$ cat config.mk
export PLATFORM = sky130hd
export DESIGN_NAME = mux2_arbiter
export DESIGN_NICKNAME = d
export VERILOG_FILES = /design/src/rtl/mux2_arb_pkg.sv /design/src/rtl/byte_mux2.sv /design/src/rtl/mux2_arbiter.sv
export SDC_FILE = /design/constraint.sdc
export NUM_CORES = 1
export LEC_CHECK = 0
export CORE_MARGIN = 2
export CORE_UTILIZATION = 38
export CTS_CLUSTER_SIZE = 14
export DETAILED_ROUTE_END_ITERATION = 12
export PLACE_DENSITY = 0.74
export SYNTH_ARGS = -nofsm -noshare
export SYNTH_HDL_FRONTEND = slang
export SYNTH_HIERARCHICAL = 1
export SYNTH_SLANG_ARGS = --single-unit
$ cat constraint.sdc
create_clock -name clk -period 1.1 [get_ports clk]
set_input_delay 0.165 -clock clk [delete_from_list [all_inputs] [get_ports clk]]
set_output_delay 0.165 -clock clk [all_outputs]
set_load 0.01 [all_outputs]
$ cat src/rtl/mux2_arb_pkg.sv
// Shared definitions for the two-requester arbiter.
//   WIDTH_DEF : default data width of requester and output ports
//   state_e   : output register occupancy (EMPTY / FULL)
//   grant_e   : identity of a granted requester (GNT_A / GNT_B)
package mux2_arb_pkg;

  localparam int WIDTH_DEF = 8;

  typedef enum logic {
    EMPTY = 1'b0,
    FULL  = 1'b1
  } state_e;

  typedef enum logic {
    GNT_A = 1'b0,
    GNT_B = 1'b1
  } grant_e;

endpackage

$ cat src/rtl/byte_mux2.sv
// Shared 2:1 data mux used by the arbiter.
//   sel : 1 selects a, 0 selects b
//   a   : requester A data
//   b   : requester B data
//   y   : selected data
module byte_mux2
  import mux2_arb_pkg::*;
#(
  parameter int WIDTH = WIDTH_DEF
) (
  input  logic             sel,
  input  logic [WIDTH-1:0] a,
  input  logic [WIDTH-1:0] b,
  output logic [WIDTH-1:0] y
);

  assign y = sel ? a : b;

endmodule

$ cat src/rtl/mux2_arbiter.sv
// Round-robin arbiter feeding two requesters through one shared mux into a
// one-entry output register.
//   clk       : sole clock
//   resetn    : synchronous active-low reset
//   a_valid/a : requester A handshake and data; a_ready = A accepted this cycle
//   b_valid/b : requester B handshake and data; b_ready = B accepted this cycle
//   out_valid : output register holds a word; out = its contents
//   out_ready : consumer takes out this cycle
//   sel       : mux select this cycle (1 = A, 0 = B)
//   cnt_a/b   : accepted transfer counts per requester, wrapping at 256
module mux2_arbiter
  import mux2_arb_pkg::*;
#(
  parameter int WIDTH = WIDTH_DEF
) (
  input  logic             clk,
  input  logic             resetn,
  input  logic             a_valid,
  input  logic [WIDTH-1:0] a,
  output logic             a_ready,
  input  logic             b_valid,
  input  logic [WIDTH-1:0] b,
  output logic             b_ready,
  output logic             out_valid,
  output logic [WIDTH-1:0] out,
  input  logic             out_ready,
  output logic             sel,
  output logic [7:0]       cnt_a,
  output logic [7:0]       cnt_b
);

  state_e           state_q, state_d;
  grant_e           last_grant_q, last_grant_d;
  logic [WIDTH-1:0] out_q, out_d;
  logic [7:0]       cnt_a_q, cnt_a_d;
  logic [7:0]       cnt_b_q, cnt_b_d;

  logic             load_en;
  logic             gnt_a, gnt_b;
  logic             accept_a, accept_b;
  logic [WIDTH-1:0] mux_y;

  // On a tie the requester that did not win last time gets the grant.
  assign gnt_a = a_valid && (!b_valid || (last_grant_q == GNT_B));
  assign gnt_b = b_valid && (!a_valid || (last_grant_q == GNT_A));

  // No grant leaves the mux pointing at A.
  assign sel = !gnt_b;

  // The register can take a new word if it is empty or being drained now.
  assign load_en = (state_q == EMPTY) || out_ready;

  // Readies are masked during reset so no requester believes its word
  // was taken while the register is being cleared.
  assign accept_a = resetn && load_en && gnt_a;
  assign accept_b = resetn && load_en && gnt_b;

  assign a_ready   = accept_a;
  assign b_ready   = accept_b;
  assign out_valid = (state_q == FULL);
  assign out       = out_q;
  assign cnt_a     = cnt_a_q;
  assign cnt_b     = cnt_b_q;

  byte_mux2 #(
    .WIDTH(WIDTH)
  ) u_mux (
    .sel(sel),
    .a  (a),
    .b  (b),
    .y  (mux_y)
  );

  always_comb begin
    state_d      = state_q;
    last_grant_d = last_grant_q;
    out_d        = out_q;
    cnt_a_d      = cnt_a_q;
    cnt_b_d      = cnt_b_q;

    if (accept_a || accept_b) begin
      // Load and drain can coincide, giving one transfer per cycle.
      state_d      = FULL;
      out_d        = mux_y;
      last_grant_d = accept_a ? GNT_A : GNT_B;
    end else if (out_ready) begin
      state_d = EMPTY;
    end

    if (accept_a) begin
      cnt_a_d = cnt_a_q + 8'd1;
    end
    if (accept_b) begin
      cnt_b_d = cnt_b_q + 8'd1;
    end
  end

  always_ff @(posedge clk) begin
    if (!resetn) begin
      state_q      <= EMPTY;
      last_grant_q <= GNT_B;
      out_q        <= '0;
      cnt_a_q      <= 8'd0;
      cnt_b_q      <= 8'd0;
    end else begin
      state_q      <= state_d;
      last_grant_q <= last_grant_d;
      out_q        <= out_d;
      cnt_a_q      <= cnt_a_d;
      cnt_b_q      <= cnt_b_d;
    end
  end

endmodule

==> impl_results.md <==
* Synth Area in Compound Gates at approximately 6%
* Via density per instance at 5.00
* Top layer reached by signal wires: met4
* Adder-Cell Fraction of Synth Area at between 2 and 2.5%
* Syn Inst Count at around 130
* Initial cell density of the core at about two fifths
* DRT iter0 DRCs at 37
* Layout cells sized above 1 at about three fifths
* Layout filler cell count at ~230
* Num rows at 20
* Die H at around 60 um
* Power Dens Cells at just over 1000 nW/um^2
* First-pass GRT wire length at between 5000 and 6000 um
* DRT Pass-1 Iters at 4
* Startpoint types: register
* Routed wl met3 at ~250 um
* Post-synth EDFFs at 0
* CP peak stage delay at ~0.4 ns
* Max stage delay cell, worst path: dfxtp_4
* Sequential cell area fraction in the yosys report at 42.2%
* IO buf count at 48
* Placed cell areas at between 1500 and 2000 um^2
* Largest family of logic cells by synthesized area: multiplexers
* Crit. End Element: output port
* Primary FF master, synth: dfxtp_1
* Unrepaired setup endpoints after global routing: yes
* TritonCTS clock tree: built
* Grt ovf at 0
* Vias in the first global route at around 1,300
* Peak supply drop at roughly 0.63 mV
* Req. time, crit path at around 0.94 ns
* Core Util, Final at between 70% and 80%
* Core ar. at a little over 3000 um^2
* Die ar. at around 3700 um^2
* DRC Markers at 0
* Sequential cell area at ~570 um^2
* Setup WS post-layout at -0.317 ns
* Nets at about 230
* Failing checks: negative setup slack
* WL met2 at 1730 um
* HP Class: input port to register
* Synthesized area per cell at ~9.9 um^2
* Root Driver: clkbuf_4
* Largest net degree at the start of global routing at 17
* Xor/xnor share of the synthesized area at between 2 and 2.5%
* H-Tree Depth at 1
* Worst Tran Pin Value at 0.293 ns
* Clock Sinks at 26
* Area Growth Syn to Fin at 79.5%
* Max Buffers Root-to-Sink at 2
* Antenna violations before repair at 0
* HPWL Detailed at 2180 um
* Post-placement cell count at about 240
* CP Cell Sequence: a21boi_4 -> and3_4 -> buf_6
* Syn nets at 148
* Hold Crit Depth at 4
* Max-cap violations at 0
* FF+latch count, synth at 26
* Total GRT Usage at 20.3%
* Max-Slew Margin vs Limit at between 80% and 90%
* YS warnings at 6
* Final ANT Viol Nets at 0
* Synth Area in Simple Gates at 19.7%
* Total via count in the routed design at between 1,000 and 1,500
* Chip width at approximately 61 um
* Min cycle time layout at ~1.4 ns
* Static Leak at roughly 1.1 nW
* Routed len/inst at 13.6 um
* Most frequent cells in the layout: 24 x buf_4, 21 x buf_6, 19 x dfxtp_2
* Routability cong. at between 0.7 and 0.8
* Distinct cells, synth at 27
* DP Worst Slack at -0.696 ns
* Max Clock Skew at around 0.0069 ns
* Total Power at 2.23 mW
* Mapped cell area at about 1200 um^2
* Min Hold Slack at 0.304 ns
* Status: complete, but fails checks
* Tcrit/Tclk final at 129%
* Cell depth of the worst flop-to-flop path at 6
* I/O pin count at 49
* Total CTS buffers at 3
* Antenna Cells at 0
* WL final at 3450 um
* Setup Viol. Count Final at 32
* Mux cell area share after synthesis at between 20% and 30%
* Post-route cell area at about 2200 um^2
* WS Path Type: register to output port
* Final hold vios at 0
* Clock slew at reported path FFs at between 0.1 and 0.15 ns
* Worst-path maximum fanout at 3
* Commonest non-fill, non-tap cell in the layout: buf_4
* Max Freq at between 700 and 800 MHz
* Setup TNS at -5.03 ns
* CP Data Arrival Time at between 1 and 1.5 ns
* Area occupied by multi-input gates at roughly 750 um^2
* Fin cells at about 250
* Clk_lat worst skew at 0.34 ns
* Asr flop ratio synth at 0%
* Max Slew Vio Count at 0
* M1 WL at approximately 1400 um
==> worst paths after layout <==
kind,slack (ns),endpoint,from
setup / recovery,-0.32,b_ready,last_grant_q$_SDFFE_PN1P_
hold reg to reg,0.50,out[0]$_SDFFE_PN0P_,out[0]$_SDFFE_PN0P_
setup reg to reg,-0.27,out[2]$_SDFFE_PN0P_,last_grant_q$_SDFFE_PN1P_
hold / removal,0.30,out_valid$_SDFFE_PN0P_,b_valid
==> synth_stat cells (3+ instances only) <==
cell      count  area [um^2]
inv_1         3         11.3
mux2_4        8          120
nand2b_1      3         18.8
dfxtp_1      26          521
nor2_1       12         45.0
a21oi_1       3         15.0
nand4_1       7         43.8
o21ai_0       4         20.0
and3_1        3         18.8
mux2i_1      17          170
nand2_1      15         56.3
==> power by group <==
group          internal, mW  leakage, nW  total [mW]  switching (mW)
Clock                 0.369       0.0279       0.684           0.315
Sequential            0.983        0.224        1.02          0.0336
Combinational         0.327        0.850       0.530           0.202
==> routing by layer <==
layer  vias to the layer above  global-route usage, %
met1                       592                   22.7
met5                         -                      0
met4                         0                   9.94
met2                        61                   36.4
li1                        608                      -
met3                         9                   4.26
==> registers in the layout, summed over array words and instances, names as in the netlist <==
signal,count
out_valid,1
out,8
cnt_b,8
last_grant_q,1
cnt_a,8
==> critical path, delay by kind of cell, from the launching register on <==
family | cells | cell delay [ns]
AND/OR/NAND/NOR | 1 | 0.24
flip-flops | 1 | 0.40
AO/OA/AOI/OAI | 1 | 0.17
buffers and inverters | 1 | 0.10
==> logic make-up after synthesis <==
| logic type | count (synthesis) |
|---|---|
| fa+ha+maj | 2 |
| flops | 26 |
| compound gates | 11 |
| buf+inv | 10 |
| xor+xnor | 3 |
| mux | 25 |
| simple gates | 48 |
==> area by class of cell <==
type                    count  area share (%)
clock buffers               3            1.02
clock inverters             1            1.36
well taps                  44            2.49
repair buffers             87            35.0
inverters                   4           0.679
multi-input cells          89            33.9
flip-flops and latches     26            25.6
==> timing repair <==
action                     in CTS  in global routing
setup endpoints to repair      52                 51
hold buffers                    0                  0
gates cloned                    0                  0
pin swaps                      17                 10
gates resized for setup       138                 31
hold endpoints to repair        0                  0
setup buffers                  13                  4
Note: power is estimated with default switching activity, not from simulation.
